[src/rtl/culsans_axi_id_remap.sv]
// culsans_axi_id_remap: AXI ID compressor between the crossbar master port and a
// narrow-ID slave. Wide IDs are pinned to one of 2**OutIdWidth slots while they
// have transactions outstanding, and the original ID is restored on responses.
// Optional build macro: CULSANS_ID_REMAP_ERR_EN (stray-response detection and sticky err_o).

module culsans_axi_id_remap_table #(
  parameter int unsigned InIdWidth    = 6,
  parameter int unsigned OutIdWidth   = 4,
  parameter int unsigned MaxTxnsPerId = 8
) (
  input  logic                  clk_i,
  input  logic                  rst_ni,
  input  logic [InIdWidth-1:0]  req_id_i,
  input  logic                  req_valid_i,
  output logic                  req_ready_o,
  output logic [OutIdWidth-1:0] req_id_o,
  output logic                  req_valid_o,
  input  logic                  req_ready_i,
  input  logic [OutIdWidth-1:0] rsp_id_i,
  input  logic                  rsp_valid_i,
  input  logic                  rsp_last_i,
  output logic                  rsp_ready_o,
  output logic [InIdWidth-1:0]  rsp_id_o,
  output logic                  rsp_valid_o,
  input  logic                  rsp_ready_i,
  output logic                  busy_o,
  output logic                  err_o
);
  localparam int unsigned NumSlots = 2 ** OutIdWidth;
  localparam int unsigned CntWidth = $clog2(MaxTxnsPerId + 1);
  localparam logic [CntWidth-1:0] MaxCnt = CntWidth'(MaxTxnsPerId);

  logic [InIdWidth-1:0]  tag_q [NumSlots];
  logic [CntWidth-1:0]   cnt_q [NumSlots];

  logic                  match_found;
  logic                  free_found;
  logic [OutIdWidth-1:0] match_idx;
  logic [OutIdWidth-1:0] free_idx;
  logic [OutIdWidth-1:0] sel_idx;
  logic                  usable;
  logic                  rsp_slot_valid;
  logic                  inc;
  logic                  dec;
  logic [NumSlots-1:0]   inc_vec;
  logic [NumSlots-1:0]   dec_vec;

  // Find the slot already pinned to the request ID and the lowest-index free slot.
  always_comb begin
    match_found = 1'b0;
    match_idx   = '0;
    free_found  = 1'b0;
    free_idx    = '0;
    for (int i = int'(NumSlots) - 1; i >= 0; i--) begin
      if ((cnt_q[i] != '0) && (tag_q[i] == req_id_i)) begin
        match_found = 1'b1;
        match_idx   = OutIdWidth'(i);
      end
      if (cnt_q[i] == '0) begin
        free_found = 1'b1;
        free_idx   = OutIdWidth'(i);
      end
    end
  end

  // A pinned ID must stay on its slot, so a saturated match stalls instead of spilling.
  assign sel_idx = match_found ? match_idx : free_idx;
  assign usable  = match_found ? (cnt_q[match_idx] < MaxCnt) : free_found;

  assign req_valid_o = rst_ni & req_valid_i & usable;
  assign req_ready_o = rst_ni & req_ready_i & usable;
  assign req_id_o    = rst_ni ? sel_idx : '0;

  assign rsp_slot_valid = (cnt_q[rsp_id_i] != '0);
  assign rsp_id_o       = rst_ni ? tag_q[rsp_id_i] : '0;

`ifdef CULSANS_ID_REMAP_ERR_EN
  logic err_q;

  // Responses to an empty slot are swallowed here rather than forwarded.
  assign rsp_valid_o = rst_ni & rsp_valid_i & rsp_slot_valid;
  assign rsp_ready_o = rst_ni & (rsp_slot_valid ? rsp_ready_i : 1'b1);

  // Remember any stray response until the next reset.
  always_ff @(posedge clk_i) begin
    if (!rst_ni) begin
      err_q <= 1'b0;
    end else if (rsp_valid_i && !rsp_slot_valid) begin
      err_q <= 1'b1;
    end
  end

  assign err_o = err_q;
`else
  assign rsp_valid_o = rst_ni & rsp_valid_i;
  assign rsp_ready_o = rst_ni & rsp_ready_i;
  assign err_o       = 1'b0;
`endif

  // Empty slots are never decremented, which also keeps stray responses from underflowing.
  assign inc = req_valid_i & req_ready_i & usable;
  assign dec = rsp_valid_i & rsp_ready_i & rsp_last_i & rsp_slot_valid;

  // Expand the single increment and decrement events into per-slot strobes.
  always_comb begin
    inc_vec           = '0;
    dec_vec           = '0;
    inc_vec[sel_idx]  = inc;
    dec_vec[rsp_id_i] = dec;
  end

  // Slot bookkeeping: tag capture on allocation, counter up/down (both at once cancels).
  always_ff @(posedge clk_i) begin
    if (!rst_ni) begin
      for (int i = 0; i < int'(NumSlots); i++) begin
        tag_q[i] <= '0;
        cnt_q[i] <= '0;
      end
    end else begin
      for (int i = 0; i < int'(NumSlots); i++) begin
        if (inc_vec[i]) begin
          tag_q[i] <= req_id_i;
        end
        if (inc_vec[i] && !dec_vec[i]) begin
          cnt_q[i] <= cnt_q[i] + CntWidth'(1);
        end else if (dec_vec[i] && !inc_vec[i]) begin
          cnt_q[i] <= cnt_q[i] - CntWidth'(1);
        end
      end
    end
  end

  // The table is busy while any slot holds outstanding transactions.
  always_comb begin
    busy_o = 1'b0;
    for (int i = 0; i < int'(NumSlots); i++) begin
      busy_o = busy_o | (cnt_q[i] != '0);
    end
  end

endmodule

module culsans_axi_id_remap #(
  parameter int unsigned InIdWidth    = 6,
  parameter int unsigned OutIdWidth   = 4,
  parameter int unsigned MaxTxnsPerId = 8
) (
  input  logic                  clk_i,
  input  logic                  rst_ni,
  input  logic [InIdWidth-1:0]  aw_id_i,
  input  logic                  aw_valid_i,
  output logic                  aw_ready_o,
  output logic [OutIdWidth-1:0] aw_id_o,
  output logic                  aw_valid_o,
  input  logic                  aw_ready_i,
  input  logic [OutIdWidth-1:0] b_id_i,
  input  logic                  b_valid_i,
  output logic                  b_ready_o,
  output logic [InIdWidth-1:0]  b_id_o,
  output logic                  b_valid_o,
  input  logic                  b_ready_i,
  input  logic [InIdWidth-1:0]  ar_id_i,
  input  logic                  ar_valid_i,
  output logic                  ar_ready_o,
  output logic [OutIdWidth-1:0] ar_id_o,
  output logic                  ar_valid_o,
  input  logic                  ar_ready_i,
  input  logic [OutIdWidth-1:0] r_id_i,
  input  logic                  r_valid_i,
  input  logic                  r_last_i,
  output logic                  r_ready_o,
  output logic [InIdWidth-1:0]  r_id_o,
  output logic                  r_valid_o,
  input  logic                  r_ready_i,
  output logic                  idle_o,
  output logic                  err_o
);
  logic write_busy;
  logic read_busy;
  logic write_err;
  logic read_err;

  culsans_axi_id_remap_table #(
    .InIdWidth   (InIdWidth),
    .OutIdWidth  (OutIdWidth),
    .MaxTxnsPerId(MaxTxnsPerId)
  ) i_write_table (
    .clk_i      (clk_i),
    .rst_ni     (rst_ni),
    .req_id_i   (aw_id_i),
    .req_valid_i(aw_valid_i),
    .req_ready_o(aw_ready_o),
    .req_id_o   (aw_id_o),
    .req_valid_o(aw_valid_o),
    .req_ready_i(aw_ready_i),
    .rsp_id_i   (b_id_i),
    .rsp_valid_i(b_valid_i),
    .rsp_last_i (1'b1),
    .rsp_ready_o(b_ready_o),
    .rsp_id_o   (b_id_o),
    .rsp_valid_o(b_valid_o),
    .rsp_ready_i(b_ready_i),
    .busy_o     (write_busy),
    .err_o      (write_err)
  );

  culsans_axi_id_remap_table #(
    .InIdWidth   (InIdWidth),
    .OutIdWidth  (OutIdWidth),
    .MaxTxnsPerId(MaxTxnsPerId)
  ) i_read_table (
    .clk_i      (clk_i),
    .rst_ni     (rst_ni),
    .req_id_i   (ar_id_i),
    .req_valid_i(ar_valid_i),
    .req_ready_o(ar_ready_o),
    .req_id_o   (ar_id_o),
    .req_valid_o(ar_valid_o),
    .req_ready_i(ar_ready_i),
    .rsp_id_i   (r_id_i),
    .rsp_valid_i(r_valid_i),
    .rsp_last_i (r_last_i),
    .rsp_ready_o(r_ready_o),
    .rsp_id_o   (r_id_o),
    .rsp_valid_o(r_valid_o),
    .rsp_ready_i(r_ready_i),
    .busy_o     (read_busy),
    .err_o      (read_err)
  );

  assign idle_o = ~rst_ni | ~(write_busy | read_busy);
  assign err_o  = rst_ni & (write_err | read_err);

endmodule

[config.mk]
export PLATFORM = sky130hd
export DESIGN_NAME = culsans_axi_id_remap
export DESIGN_NICKNAME = d
export VERILOG_FILES = /design/src/rtl/culsans_axi_id_remap.sv
export SDC_FILE = /design/constraint.sdc
export NUM_CORES = 1
export LEC_CHECK = 0
export CORE_MARGIN = 2
export CORE_UTILIZATION = 45
export CTS_BUF_LIST = sky130_fd_sc_hd__clkbuf_8
export DETAILED_ROUTE_END_ITERATION = 7
export GPL_TIMING_DRIVEN = 0
export PLACE_DENSITY = 0.7
export SLEW_MARGIN = 40
export SYNTH_ARGS = -nofsm -noshare
export SYNTH_HDL_FRONTEND = slang
export SYNTH_SLANG_ARGS = --single-unit
[constraint.sdc]
create_clock -name clk_i -period 13.78 [get_ports clk_i]
set_input_delay 1.378 -clock clk_i [delete_from_list [all_inputs] [get_ports clk_i]]
set_output_delay 1.378 -clock clk_i [all_outputs]
set_load 0.01 [all_outputs]
==> flow_metrics.py, run 1 <==
metrics = {
    "flow_run": {
        "drv_cap": 0,
    },
    "yosys": {
        "ys_seq_elements": 320,
        "syn_area_per_cell_um2": 10.8,
        "ys_seq_area_share_pct": 43.9,
        "synth_top_flop_cell": "edfxtp_1",
        "async_flop_share_pct": 0,
        "synth-edff-count": 320,
        "syn_nets": 2148,
        "ys_types": 81,
        "synth_area_mm2": 0.0219,
        "yosys_warnings": 0,
        "synth_cells": 2023,
    },
    "grt": {
        "grt_pass1_wl_um": 99500,
        "grt_pass1_vias": 17300,
        "grt_usage_pct": 26.0,
        "grt_antenna_before_repair": 2,
        "grt_overflow": 0,
        "grt_max_degree": 16,
    },
    "detailed_routing": {
        "routed_wirelength_um": 65700,
        "wire_per_inst_um": 23.6,
        "vias": 17200,
        "drt_iter0_drc": 2134,
        "drc": 0,
        "drtAntennaViolNets": 0,
        "via_per_inst": 6.18,
        "drtPass1Iterations": 8,
    },
    "place": {
        "dp_slack_ps": 6880,
        "dpl.hpwl_um": 50300,
        "io_buffers": 41,
        "gp_congestion": 0.957,
    },
    "setup_path": {
        "cp.arrival_ps": 5620,
        "required_ps": 12400,
        "worstRegToRegCells": 16,
        "end_kind": "output pin",
        "critPathLaunchType": "primary input",
        "crit_type": "in2out",
        "cp_max_fo": 10,
    },
    "clock_tree": {
        "holdBufCountCts": 0,
        "cts-buffers-inserted": 57,
        "htreeDepth": 2,
        "cts_root_buffer": "clkbuf_8",
        "clk_path_buf_depth": 3,
        "clock-sinks": 320,
        "cts_resized": 0,
        "clk_latency_ps": 670,
        "post-cts-setup-buffer-count": 0,
        "cts_tree": "yes",
        "path_clk_slew_ps": 60,
    },
    "hold_path": {
        "hold_path.class": "reg2reg",
        "hold-path-cell-count": 1,
    },
    "pwr": {
        "p_total_mw": 2.60,
        "leakagePower_nw": 9.14,
        "powerDensity_mw_per_mm2": 107,
        "ir_drop_v": 0.0000775,
    },
    "run_status": {
        "status": "complete, no violations",
    },
    "floorplanning": {
        "std_cell_rows": 80,
        "die_area_mm2": 0.0504,
        "die_w_um": 225,
        "die_y_um": 225,
        "core_mm2": 0.0478,
        "io_pins": 61,
        "start_util_pct": 45.7,
    },
    "sta": {
        "finalSetupViolations": 0,
        "fin_crit_ps": 6990,
        "drv_slew": 0,
        "worstMarginPinSlew_ps": 912,
        "clock.fmax_mhz": 143,
        "fin_crit_sh_pct": 50.8,
        "fin_setup_tns_ps": 0,
        "slew_headroom_pct": 39.2,
        "rsz0062_at_grt": "no",
        "skew_ps": 63.1,
        "worst_slack_ps": 6790,
        "finalHoldViolCount": 0,
    },
    "cells_and_area": {
        "nNetsFinal": 2252,
        "syn2layout_area_growth_pct": 11.5,
        "drive_gt1_share_pct": 12.8,
    },
}
stage by stage:
stage	utilization (%)	std cells	area (µm²)	hold WS [ps]
finish	51.0	2781	24400	636
global route	51.0	2781	24400	669
CTS	50.8	2780	24300	637
detailed placement	48.6	2683	23200	627
global placement	48.2	2679	23100	608
floorplan	-	2023	21900	580
synthesized netlist by cell type, types with 30 or more instances:
cell type | count | area, µm²
nand4_1 | 47 | 294
xnor2_1 | 126 | 1100
inv_1 | 113 | 424
a21oi_1 | 60 | 300
edfxtp_1 | 320 | 9610
ha_1 | 64 | 801
xor2_1 | 154 | 1350
mux4_2 | 70 | 1580
clkbuf_1 | 70 | 263
nand3_1 | 70 | 350
nor4_1 | 56 | 350
nand2_1 | 140 | 526
a21o_1 | 36 | 270
and2_1 | 34 | 213
nor2_1 | 217 | 815
nor3_1 | 82 | 410
fa_1 | 30 | 601
report_power, final:
| group | total, mW | switching (mW) | internal [mW] |
|---|---|---|---|
| Clock | 0.870 | 0.412 | 0.458 |
| Combinational | 0.521 | 0.317 | 0.204 |
| Sequential | 1.21 | 0.0626 | 1.15 |
cells in the final DEF (no fill, tap or decap), types with 57 or more instances in the layout:
cell type	count
a21oi_1	60
clkbuf_1	62
clkbuf_8	57
edfxtp_1	320
ha_1	64
inv_1	130
mux4_2	70
nand2_1	140
nand3_1	70
nor2_1	217
nor3_1	82
xnor2_1	126
xor2_1	154
critical path, stage by stage:
cell and delay, ps:
buf_6 140, buf_2 360, xor2_1 120, nor4_1 570
nand2_1 320, a221oi_1 780, a22o_1 240, nor4_1 50
or4_1 480, buf_4 200, or2_2 320, and3_1 180
clkdlybuf4s50_1 480
registers in the layout (all words and copies together) (netlist names):
signal	flops
i_read_table.tag_q	96
i_write_table.tag_q	96
i_read_table.cnt_q	64
i_write_table.cnt_q	64
final cells by class:
cell class | count | area, µm²
diodes | 1 | 2.50
plain buffers | 123 | 637
clock buffers | 57 | 785
clock inverters | 40 | 282
fillers | 4229 | 23400
inverters | 115 | 432
multi-input cells | 1465 | 11500
flip-flops and latches | 320 | 9610
well taps | 615 | 769
repair buffers | 45 | 433
layer usage:
metal	routed length, µm	GRT usage, %
met5	0	0
met3	6270	4.83
met1	25300	32.9
met2	30400	42.5
met4	3720	13.4
worst paths after layout:
check                        startpoint                          to  slack, ps
max                          aw_id_i[3]                  aw_valid_o       6790
min          i_write_table.cnt_q[11][0]  i_write_table.cnt_q[11][0]        640
max reg2reg    i_read_table.cnt_q[2][0]    i_read_table.cnt_q[8][3]       7900
min reg2reg  i_write_table.cnt_q[11][0]  i_write_table.cnt_q[11][0]        640
cells by family (layout without fill, tap and decap cells):
group,Yosys count,in the layout,synth area share [%]
flip-flops,320,320,43.9
adder cells (fa/ha/maj),94,94,6.40
buffers and inverters,238,380,4.81
AND/OR/NAND/NOR,784,784,18.3
AO/OA/AOI/OAI,216,216,7.02
XOR/XNOR,287,287,11.7
multiplexers,83,83,7.83
other,1,2,0.0171
Note: power is estimated with default switching activity, not from simulation.
==> run 2: changes to the inputs <==
--- a/config.mk
+++ b/config.mk
@@ -10,7 +10,7 @@
 export CTS_BUF_LIST = sky130_fd_sc_hd__clkbuf_8
 export DETAILED_ROUTE_END_ITERATION = 7
 export GPL_TIMING_DRIVEN = 0
-export PLACE_DENSITY = 0.7
+export PLACE_DENSITY = 0.73
 export SLEW_MARGIN = 40
 export SYNTH_ARGS = -nofsm -noshare
 export SYNTH_HDL_FRONTEND = slang
==> constraint.sdc (replaced) <==
create_clock -name clk_i -period 6.3 [get_ports clk_i]
set_input_delay 0.63 -clock clk_i [delete_from_list [all_inputs] [get_ports clk_i]]
set_output_delay 0.63 -clock clk_i [all_outputs]
set_load 0.01 [all_outputs]
==> run 2 against run 1 <==
  * Global-route usage decreased by 0.052 points
  * Critical path depth unchanged
  * Sequential power increased by 120%
  * Core utilization increased by 0.12 points
  * Via count increased by 0.62%
  * Final cell count increased by 0.40%
  * Combinational power increased by 120%
  * Non-clock buffer count increased by 3
  * Final area increased by 0.23%
  * Routed wire length decreased by 0.33%
  * Total power increased by 120%
  * Sequential share of layout area decreased by 0.091 points
==> flow_metrics.py, run 2 (same netlist as run 1, synthesis figures left out) <==
metrics = {
    "run_status": {
        "status": "complete, no violations",
    },
    "place": {
        "io_buffers": 41,
        "dp_slack_ps": 287,
        "dpl.hpwl_um": 50500,
        "post_dp_cell_area_mm2": 0.0233,
        "gp_congestion": 0.976,
    },
    "sta": {
        "fin_crit_sh_pct": 90.6,
        "finalSetupViolations": 0,
        "worstMarginPinSlew_ps": 899,
        "skew_ps": 51.0,
        "clock.fmax_mhz": 175,
        "finalHoldViolCount": 0,
        "fin_crit_ps": 5710,
        "rsz0062_at_grt": "no",
        "fin_setup_tns_ps": 0,
        "slew_headroom_pct": 39.5,
        "drv_slew": 0,
        "worst_slack_ps": 594,
    },
    "clock_tree": {
        "htreeDepth": 2,
        "clk_latency_ps": 670,
        "post-cts-setup-buffer-count": 0,
        "cts_tree": "yes",
        "clock-sinks": 320,
        "cts_resized": 0,
        "cts_root_buffer": "clkbuf_8",
        "cts-buffers-inserted": 56,
        "clk_path_buf_depth": 3,
        "path_clk_slew_ps": 60,
        "holdBufCountCts": 0,
    },
    "cells_and_area": {
        "final_common_cell": "edfxtp_1",
        "final_cell_mix": "320 x edfxtp_1, 217 x nor2_1, 154 x xor2_1, 140 x nand2_1, 126 x xnor2_1",
        "multiInputGateArea_mm2": 0.0115,
        "stdcell_area_mm2": 0.0245,
        "largestRegisters": "i_read_table.tag_q: 96 flops, i_write_table.tag_q: 96 flops",
        "nNetsFinal": 2254,
        "ff_latch_area_mm2": 0.00961,
        "syn2layout_area_growth_pct": 11.8,
        "fillers": 4210,
        "drive_gt1_share_pct": 12.9,
    },
    "setup_path": {
        "cp.arrival_ps": 5080,
        "cp_max_fo": 9,
        "crit_type": "reg2out",
        "critPathLaunchType": "flop",
        "worst_path_max_delay_cell": "nor4_2",
        "cp_cell_sequence": "nor4_2 -> nor3_1 -> a2111oi_0 -> a311o_1 -> a211oi_2 -> or2_1 -> buf_2 -> o2111a_1 -> or4_1 -> buf_4 -> or2_2 -> and3_1 -> clkdlybuf4s50_1",
        "required_ps": 5670,
        "end_kind": "output pin",
        "max_stage_delay_ps": 700,
        "cp-startpoint": "i_write_table.cnt_q[11][0]",
        "r2r_start": "i_read_table.cnt_q[13][3]",
    },
    "grt": {
        "grt_overflow": 0,
        "grt_pass1_vias": 17000,
        "grt_usage_pct": 25.9,
        "grt_antenna_before_repair": 1,
        "grt_pass1_wl_um": 99200,
        "grt_max_degree": 15,
    },
    "floorplanning": {
        "start_util_pct": 45.7,
        "std_cell_rows": 80,
        "core_mm2": 0.0478,
        "die_w_um": 225,
        "io_pins": 61,
        "die_area_mm2": 0.0504,
        "die_y_um": 225,
    },
    "pwr": {
        "pwr-share-comb_pct": 20.1,
        "leakagePower_nw": 9.15,
        "pwr-share-seq_pct": 46.2,
        "ir_drop_v": 0.000146,
        "powerDensity_mw_per_mm2": 235,
        "p_switching_mw": 1.77,
        "power_frac_clock_pct": 33.8,
        "switching_share_pct": 30.8,
        "p_int_mw": 3.97,
    },
    "hold_path": {
        "hold_path.class": "in2reg",
        "min_from": "ar_id_i[5]",
    },
    "detailed_routing": {
        "vias": 17300,
        "drtPass1Iterations": 8,
        "drt_iter0_drc": 2029,
        "wire_per_inst_um": 23.5,
        "via_per_inst": 6.20,
        "drtAntennaViolNets": 0,
        "drc": 0,
        "routed_wirelength_um": 65500,
    },
    "flow_run": {
        "drv_cap": 0,
    },
}
[run 2: cell count changes in the layout (fill, tap and decap cells not counted)]
cell	change
inv_8	+1
clkinv_1	+7
diode_2	+1
clkinv_8	-1
buf_1	+1
clkbuf_2	-1
buf_2	-1
buf_6	+2
inv_1	-5
nor4_2	-2
clkinv_2	+5
nor4_1	+1
nor4_4	+1
clkbuf_1	+2
[run 2: path summary, 6_finish.rpt]
check | slack (ps) | depth (start not counted) | to
hold reg to reg | 630 | 1 | i_write_table.cnt_q[14][0]
setup reg to reg | 620 | 17 | i_read_table.cnt_q[10][3]
hold / removal | 580 | 4 | i_read_table.tag_q[0][5]
setup / recovery | 590 | 13 | aw_valid_o
[run 2: layout make-up]
| cell class | count | area share [%] |
|---|---|---|
| diodes | 2 | 0.0205 |
| clock buffers | 57 | 3.21 |
| clock inverters | 47 | 1.26 |
| inverters | 115 | 1.76 |
| repair buffers | 48 | 1.88 |
| flip-flops and latches | 320 | 39.3 |
| plain buffers | 123 | 2.59 |
| multi-input cells | 1465 | 46.8 |
| well taps | 615 | 3.15 |
[run 2: metal layers]
metal / part of all wire [%] / vias up / global-route usage, %
met5: 0 / - / 0
met2: 46 / 990 / 41.3
met3: 10 / 193 / 5.03
met1: 40 / 8522 / 34.4
li1: - / 7601 / -
met4: 4.5 / 0 / 11.7
[run 2: metrics by stage]
step	hold WS [ps]	util [%]	cells	power [mW]
after detailed placement	623	48.6	2685	3.80
final	585	51.1	2792	5.74
after global routing	597	51.1	2791	5.95
after floorplan	580	-	2023	3.41
after CTS	554	50.9	2789	5.73
after global placement	602	48.2	2679	3.75
[run 2: critical path: cells and delay by family, from the launching register on]
kind / cells / cell delay, ps
flops: 1 / 450
simple gates: 6 / 2040
compound gates: 4 / 1140
buf+inv: 3 / 830
[run 2: power by group through the flow]
stage / registers [mW] / logic (mW) / clock network (mW)
2_1_floorplan: 2.63 / 0.773 / 0
3_3_place_gp: 2.67 / 1.08 / 0
3_5_place_dp: 2.69 / 1.12 / 0
4_1_cts: 2.64 / 1.12 / 1.96
5_1_grt: 2.66 / 1.24 / 2.05
6_report: 2.65 / 1.15 / 1.94
